**src/rtl/conv_pkg.sv**
```systemverilog
// Shared types and arithmetic helpers for the parametrised 1-D convolution engine.
package conv_pkg;

  typedef enum logic [1:0] {LOAD_W, LOAD_X, COMPUTE} state_t;

  localparam int SAT_W = 128;

  // Accumulator never overflows: M products of T x T signed operands.
  function automatic int acc_width(input int t, input int m);
    return 2 * t + $clog2(m);
  endfunction

  // Floor shift by frac, clamp to the signed t-bit range, optional ReLU.
  function automatic logic signed [SAT_W-1:0] sat_relu(
    input logic signed [SAT_W-1:0] acc,
    input int                      frac,
    input int                      t,
    input bit                      relu
  );
    logic signed [SAT_W-1:0] s, lo, hi;
    s  = acc >>> frac;
    lo = -(128'sd1 <<< (t - 1));
    hi = ~lo;
    if (s > hi)      s = hi;
    else if (s < lo) s = lo;
    if (relu && s[SAT_W-1]) s = '0;
    return s;
  endfunction

endpackage

```
**src/rtl/conv_mac_lanes.sv**
```systemverilog
// P parallel signed multipliers summed into one registered accumulator.
module conv_mac_lanes #(
  parameter int T  = 16,
  parameter int P  = 1,
  parameter int AW = 36
) (
  input  logic                  clk,
  input  logic                  reset,
  input  logic                  clr,
  input  logic                  en,
  input  logic [P-1:0][T-1:0]   x_lane,
  input  logic [P-1:0][T-1:0]   w_lane,
  output logic signed [AW-1:0]  acc_nxt
);

  logic signed [2*T-1:0] prod [P];
  logic signed [AW-1:0]  sum;
  logic signed [AW-1:0]  acc;

  for (genvar j = 0; j < P; j++) begin : g_lane
    assign prod[j] = $signed(x_lane[j]) * $signed(w_lane[j]);
  end

  always_comb begin
    sum = '0;
    for (int j = 0; j < P; j++) sum = sum + AW'(prod[j]);
  end

  // clr starts a fresh output without spending a cycle on clearing.
  assign acc_nxt = (clr ? '0 : acc) + sum;

  always_ff @(posedge clk or posedge reset) begin
    if (reset)   acc <= '0;
    else if (en) acc <= acc_nxt;
  end

endmodule

```
**src/rtl/conv_1d_param.sv**
```systemverilog
// Streaming 1-D convolution: load M weights, load N samples, emit N-M+1 saturated outputs.
module conv_1d_param
  import conv_pkg::*;
#(
  parameter int N    = 32,
  parameter int M    = 10,
  parameter int T    = 16,
  parameter int P    = 1,
  parameter int FRAC = 0,
  parameter int RELU = 0
) (
  input  logic         clk,
  input  logic         reset,
  input  logic [T-1:0] x_data,
  input  logic         x_valid,
  output logic         x_ready,
  input  logic [T-1:0] w_data,
  input  logic         w_valid,
  output logic         w_ready,
  output logic [T-1:0] y_data,
  output logic         y_valid,
  input  logic         y_ready
);

  localparam int NB = M / P;
  localparam int AW = acc_width(T, M);
  localparam int XW = (N > 1) ? $clog2(N) : 1;
  localparam int WW = (M > 1) ? $clog2(M) : 1;
  localparam int BW = (NB > 1) ? $clog2(NB) : 1;
  localparam int MW = $clog2(N - M + 2);

  state_t state, state_nxt;
  logic [XW-1:0] x_cnt;
  logic [WW-1:0] w_cnt, w_idx;
  logic [MW-1:0] m_cnt;
  logic [BW-1:0] b_cnt;
  logic          w_loaded, issued;
  logic          w_take, x_take, adv, y_load, fin, last_beat, can_load;
  logic [T-1:0]  x_mem [N];
  logic [T-1:0]  w_mem [M];
  logic [P-1:0][T-1:0] x_lane, w_lane;
  logic signed [AW-1:0] acc_nxt;
  logic [T-1:0]  y_res;

  assign last_beat = (b_cnt == BW'(NB - 1));
  assign can_load  = !y_valid || y_ready;
  // A weight arriving in LOAD_X restarts the kernel at k=0.
  assign w_idx     = (state == LOAD_X) ? '0 : w_cnt;

  always_comb begin
    state_nxt = state;
    x_ready   = 1'b0;
    w_ready   = 1'b0;
    w_take    = 1'b0;
    x_take    = 1'b0;
    adv       = 1'b0;
    y_load    = 1'b0;
    fin       = 1'b0;
    case (state)
      LOAD_W: begin
        w_ready = 1'b1;
        w_take  = w_valid;
        if (w_valid && w_cnt == WW'(M - 1)) state_nxt = LOAD_X;
      end
      LOAD_X: begin
        w_ready = (x_cnt == '0);
        x_ready = w_loaded && !(x_cnt == '0 && w_valid);
        w_take  = w_ready && w_valid;
        x_take  = x_ready && x_valid;
        if (w_take)                               state_nxt = (M == 1) ? LOAD_X : LOAD_W;
        else if (x_take && x_cnt == XW'(N - 1))   state_nxt = COMPUTE;
      end
      COMPUTE: begin
        if (issued) begin
          if (y_valid && y_ready) begin
            fin       = 1'b1;
            state_nxt = LOAD_X;
          end
        end else begin
          adv    = !last_beat || can_load;
          y_load = adv && last_beat;
        end
      end
      default: state_nxt = LOAD_W;
    endcase
  end

  always_ff @(posedge clk or posedge reset) begin
    if (reset) state <= LOAD_W;
    else       state <= state_nxt;
  end

  always_ff @(posedge clk or posedge reset) begin
    if (reset) begin
      w_cnt    <= '0;
      x_cnt    <= '0;
      m_cnt    <= '0;
      b_cnt    <= '0;
      issued   <= 1'b0;
      w_loaded <= 1'b0;
      y_valid  <= 1'b0;
      y_data   <= '0;
    end else begin
      if (w_take) begin
        if (w_idx == WW'(M - 1)) begin
          w_cnt    <= '0;
          w_loaded <= 1'b1;
        end else begin
          w_cnt    <= w_idx + 1'b1;
          w_loaded <= 1'b0;
        end
      end
      if (x_take) x_cnt <= (x_cnt == XW'(N - 1)) ? '0 : x_cnt + 1'b1;
      if (adv) begin
        if (last_beat) begin
          b_cnt <= '0;
          if (m_cnt == MW'(N - M)) issued <= 1'b1;
          else                     m_cnt  <= m_cnt + 1'b1;
        end else begin
          b_cnt <= b_cnt + 1'b1;
        end
      end
      if (fin) begin
        issued <= 1'b0;
        m_cnt  <= '0;
      end
      if (y_load) begin
        y_valid <= 1'b1;
        y_data  <= y_res;
      end else if (y_ready) begin
        y_valid <= 1'b0;
      end
    end
  end

  always_ff @(posedge clk) begin
    if (x_take) x_mem[x_cnt] <= x_data;
    if (w_take) w_mem[w_idx] <= w_data;
  end

  always_comb begin
    for (int j = 0; j < P; j++) begin
      x_lane[j] = x_mem[XW'(int'(m_cnt) + int'(b_cnt) * P + j)];
      w_lane[j] = w_mem[WW'(int'(b_cnt) * P + j)];
    end
  end

  conv_mac_lanes #(.T(T), .P(P), .AW(AW)) u_mac (
    .clk     (clk),
    .reset   (reset),
    .clr     (b_cnt == '0),
    .en      (adv),
    .x_lane  (x_lane),
    .w_lane  (w_lane),
    .acc_nxt (acc_nxt)
  );

  assign y_res = T'(sat_relu(SAT_W'(acc_nxt), FRAC, T, RELU != 0));

endmodule

```
**config.mk**
```make
export PLATFORM = sky130hd
export DESIGN_NAME = conv_1d_param
export DESIGN_NICKNAME = d
export VERILOG_FILES = /design/src/rtl/conv_pkg.sv /design/src/rtl/conv_mac_lanes.sv /design/src/rtl/conv_1d_param.sv
export SDC_FILE = /design/constraint.sdc
export NUM_CORES = 2
export LEC_CHECK = 0
export ABC_AREA = 1
export ABC_CLOCK_PERIOD_IN_PS = 24800
export CAP_MARGIN = 20
export CORE_UTILIZATION = 45
export DETAILED_ROUTE_END_ITERATION = 10
export PLACE_DENSITY_LB_ADDON = 0.2
export SYNTH_ARGS = -nofsm -noshare
export SYNTH_HDL_FRONTEND = slang
export SYNTH_SLANG_ARGS = --single-unit
```
**constraint.sdc**
```tcl
create_clock -name clk -period 24.8 [get_ports clk]
set_clock_uncertainty 0.1 [all_clocks]
set_input_delay 4.96 -clock clk [delete_from_list [all_inputs] [get_ports clk]]
set_output_delay 4.96 -clock clk [all_outputs]
set_load 0.05 [all_outputs]
```
==> report_table.html <==
<table>
<tr><th>Metric</th><th>Value</th></tr>
<tr><th colspan="2">Yosys</th></tr>
<tr><td>Mapped Area</td><td>~42000 um2</td></tr>
<tr><td>Distinct cell type count after synthesis</td><td>51</td></tr>
<tr><td>Yosys synthesis warning count</td><td>0</td></tr>
<tr><td>FFs w/ async S/R, synth</td><td>about a tenth</td></tr>
<tr><td>Fraction of the yosys area taken by sequential cells</td><td>between 50% and 60%</td></tr>
<tr><td>Flops &amp; latches, synth</td><td>around 750</td></tr>
<tr><td>Number of instances in the synthesized netlist</td><td>roughly 4.0k</td></tr>
<tr><td>Most used flip-flop cell after synthesis</td><td>sky130_fd_sc_hd__edfxtp_1</td></tr>
<tr><td>Number of enable flip-flop cells after synthesis</td><td>~670</td></tr>
<tr><td>Mean cell area of the mapped netlist</td><td>between 10 and 15 um2</td></tr>
<tr><td>Net Count, Synth</td><td>4466</td></tr>
<tr><th colspan="2">Global route</th></tr>
<tr><td>Initial antenna violation count</td><td>3</td></tr>
<tr><td>Total gr overflow</td><td>0</td></tr>
<tr><td>Wire length of the first global-routing pass</td><td>174.8 mm</td></tr>
<tr><td>All-Layer GR Usage</td><td>24.45%</td></tr>
<tr><td>Pin count of the biggest net entering global routing</td><td>149</td></tr>
<tr><td>Via count of the first global-routing pass</td><td>about 29k</td></tr>
<tr><th colspan="2">Floorplan</th></tr>
<tr><td>Die Y</td><td>approximately 310 um</td></tr>
<tr><td>Std cell rows</td><td>around 110</td></tr>
<tr><td>Die ar.</td><td>94640 um2</td></tr>
<tr><td>Starting density of the core</td><td>between 40% and 50%</td></tr>
<tr><td>Die Span X</td><td>just over 300 um</td></tr>
<tr><td>Floorplan Core Area</td><td>about 90000 um2</td></tr>
<tr><td>Total I/O pin count</td><td>56</td></tr>
<tr><th colspan="2">Place</th></tr>
<tr><td>I/O Buffers</td><td>55</td></tr>
<tr><td>Final weighted congestion in routability-driven placement</td><td>between 0.9 and 1</td></tr>
<tr><td>Half-perimeter wire length after placement</td><td>roughly 77 mm</td></tr>
<tr><th colspan="2">STA</th></tr>
<tr><td>Clock period minus worst slack</td><td>13.43 ns</td></tr>
<tr><td>Unrepaired setup endpoints after global routing</td><td>no</td></tr>
<tr><td>Final count of negative-setup-slack endpoints</td><td>0</td></tr>
<tr><td>Setup TNS</td><td>0 ns</td></tr>
<tr><td>Rel. slew slack</td><td>around 30%</td></tr>
<tr><td>Hold Vio Cnt, Final</td><td>0</td></tr>
<tr><td>Transition at the pin with the smallest max-transition slack</td><td>approximately 1.1 ns</td></tr>
<tr><td>Timing-limited maximum frequency</td><td>74.47 MHz</td></tr>
<tr><td>Worst hold slack across all endpoints</td><td>~0.39 ns</td></tr>
<tr><td>Period utilization</td><td>between 50% and 60%</td></tr>
<tr><td>Max-slew violation total from the final report</td><td>0</td></tr>
<tr><th colspan="2">Critical path</th></tr>
<tr><td>Start-to-end type of the worst setup path</td><td>register to register</td></tr>
<tr><td>Highest cell delay on the worst timing path</td><td>0.88 ns</td></tr>
<tr><td>Type of element launching the critical path</td><td>register</td></tr>
<tr><td>Peak fanout along the critical path</td><td>104</td></tr>
<tr><td>Most frequent cell on the critical path</td><td>sky130_fd_sc_hd__nand2_1</td></tr>
<tr><td>Crit path required time</td><td>about 25 ns</td></tr>
<tr><td>Type of element capturing the critical path</td><td>register</td></tr>
<tr><td>Slowest CP cell</td><td>sky130_fd_sc_hd__dfrtp_1</td></tr>
<tr><td>Start of the worst register-to-register path</td><td>b_cnt[0]</td></tr>
<tr><td>CP Data Arrival Time</td><td>13.90 ns</td></tr>
<tr><td>Crit path launch</td><td>b_cnt[0]</td></tr>
<tr><th colspan="2">Clock network</th></tr>
<tr><td>Cell at the root of the clock tree</td><td>sky130_fd_sc_hd__clkbuf_16</td></tr>
<tr><td>H-tree depth</td><td>3</td></tr>
<tr><td>Total clock buffers created by CTS</td><td>80</td></tr>
<tr><td>Clock edge transition at the registers on the reported setup and hold paths</td><td>roughly 0.06 ns</td></tr>
<tr><td>Clock sink count</td><td>~750</td></tr>
<tr><td>CTS tree</td><td>yes</td></tr>
<tr><td>Later-pin clock latency in the skew report</td><td>approximately 0.66 ns</td></tr>
<tr><td>CTS-repair resized insts</td><td>0</td></tr>
<tr><td>Count of buffers added by post-CTS timing repair for setup</td><td>0</td></tr>
<tr><td>Max Root-Sink Buffers</td><td>3</td></tr>
<tr><td>Number of buffers inserted for hold repair after clock tree synthesis</td><td>0</td></tr>
<tr><th colspan="2">Outcome</th></tr>
<tr><td>Outcome</td><td>finished clean</td></tr>
<tr><th colspan="2">Routing</th></tr>
<tr><td>Met3 Routed Length</td><td>approximately 8.5 mm</td></tr>
<tr><td>Wire length per cell</td><td>21.17 um</td></tr>
<tr><td>DR iter-0 viols</td><td>just under 3k</td></tr>
<tr><td>DRC violations left</td><td>0</td></tr>
<tr><td>Number of search-and-repair iterations in the first detailed-routing pass</td><td>6</td></tr>
<tr><td>Highest routing layer actually used</td><td>met5</td></tr>
<tr><td>Ratio of routed vias to standard cells</td><td>~5.5</td></tr>
<tr><td>Total vias in the final route</td><td>29.44k</td></tr>
<tr><td>Met2 WL post-DR</td><td>around 52 mm</td></tr>
<tr><td>Post-detailed-route count of antenna-violating nets</td><td>0</td></tr>
<tr><td>Aggregate routed wire length</td><td>approximately 110 mm</td></tr>
<tr><td>Met1 layer wirelength in the final routing</td><td>between 40 and 50 mm</td></tr>
<tr><th colspan="2">Cells and area</th></tr>
<tr><td>Post-Route Utilization</td><td>about half</td></tr>
<tr><td>Layout cells sized above 1</td><td>6.644%</td></tr>
<tr><td>Commonest cells after routing, fill and taps aside</td><td>sky130_fd_sc_hd__nand2_1, sky130_fd_sc_hd__edfxtp_1, sky130_fd_sc_hd__inv_1</td></tr>
<tr><td>Fill count</td><td>8225</td></tr>
<tr><td>Commonest non-fill, non-tap cell in the layout</td><td>sky130_fd_sc_hd__nand2_1</td></tr>
<tr><td>P&amp;R area growth vs syn</td><td>11.40%</td></tr>
<tr><td>Final net count</td><td>4523</td></tr>
<tr><td>Count of inserted antenna diode cells</td><td>0</td></tr>
<tr><th colspan="2">Worst hold path</th></tr>
<tr><td>Start point of the worst hold path</td><td>u_mac.acc[16]</td></tr>
<tr><td>Class of the tightest hold or removal check</td><td>register to register</td></tr>
<tr><th colspan="2">Run</th></tr>
<tr><td>Total of max-cap violations</td><td>0</td></tr>
</table>
-- per-layer routing --
metal | track usage (%) | up-vias
met5 | 0 | -
li1 | - | 13657
met2 | 38.11 | 1136
met4 | 8.897 | 6
met3 | 4.136 | 195
met1 | 34.43 | 14445
-- metrics by stage --
| step | worst slack, ns | cell area [um2] | cells |
|---|---|---|---|
| 3_3_place_gp | 11.64 | 44160 | 5247 |
| 3_5_place_dp | 11.55 | 44280 | 5252 |
| 2_1_floorplan | 13.96 | 42040 | 4037 |
| 5_1_grt | 10.46 | 46830 | 5397 |
| 4_1_cts | 11.50 | 46770 | 5394 |
| 6_report | 11.37 | 46830 | 5397 |
-- critical path, delay by kind of cell, from the launching register on --
kind	cells	cell delay, ns
adder cells (fa/ha/maj)	9	4.09
AO/OA/AOI/OAI	12	2.90
buffers and inverters	11	2.71
AND/OR/NAND/NOR	15	1.91
flip-flops	1	0.88
XOR/XNOR	2	0.47
-- cell usage after synthesis, types with 29 or more instances --
cell type / count / area (um2)
sky130_fd_sc_hd__o21ai_0: 178 / 890.9
sky130_fd_sc_hd__inv_1: 513 / 1926
sky130_fd_sc_hd__clkbuf_1: 97 / 364.1
sky130_fd_sc_hd__dfrtp_1: 75 / 1877
sky130_fd_sc_hd__buf_2: 31 / 155.2
sky130_fd_sc_hd__xor2_1: 34 / 297.8
sky130_fd_sc_hd__nor2_1: 398 / 1494
sky130_fd_sc_hd__nand3_1: 103 / 515.5
sky130_fd_sc_hd__nand2_1: 889 / 3337
sky130_fd_sc_hd__buf_1: 29 / 108.9
sky130_fd_sc_hd__fa_1: 264 / 5285
sky130_fd_sc_hd__a221oi_1: 48 / 420.4
sky130_fd_sc_hd__a21oi_1: 249 / 1246
sky130_fd_sc_hd__ha_1: 128 / 1602
sky130_fd_sc_hd__edfxtp_1: 672 / 20180
sky130_fd_sc_hd__o22ai_1: 70 / 437.9
-- registers in the layout, summed over array words and instances (netlist names) --
name / cells
x_mem: 512
w_mem: 160
u_mac.acc: 36
y_data: 16
m_cnt: 5
x_cnt: 5
b_cnt: 4
w_cnt: 4
state: 2
issued: 1
w_loaded: 1
y_valid: 1
-- cell families after synthesis --
| kind of cell | Yosys count | synth area share, % |
|---|---|---|
| AO/OA/AOI/OAI | 670 | 9.563 |
| adder cells (fa/ha/maj) | 392 | 16.38 |
| buffers and inverters | 702 | 6.405 |
| XOR/XNOR | 57 | 1.259 |
| flip-flops | 747 | 52.47 |
| AND/OR/NAND/NOR | 1469 | 13.92 |
-- final cells by class --
type	instances	area, um2	share of cell area (%)
clock inverter	40	390.4	0.8336
multi-input combinational	2588	17410	37.17
timing repair buffer	135	1269	2.709
clock buffer	102	2106	4.497
inverter	542	2046	4.368
sequential	747	22060	47.10
tap	1243	1555	3.321
-- final timing paths --
kind	to	slack (ns)	cells after the start
worst min-delay path	u_mac.acc[16]	0.39	2
min in group asynchronous	y_data[12]	4.64	3
worst max register to register	y_data[11]	11.37	49
max in group asynchronous	w_cnt[3]	19.33	4
worst max-delay path	y_data[11]	11.37	49
worst min register to register	u_mac.acc[16]	0.39	2
Power is left out: the tool's default activity adds up to more than one toggle a clock period on the data nets, which glitch-free logic cannot reach.
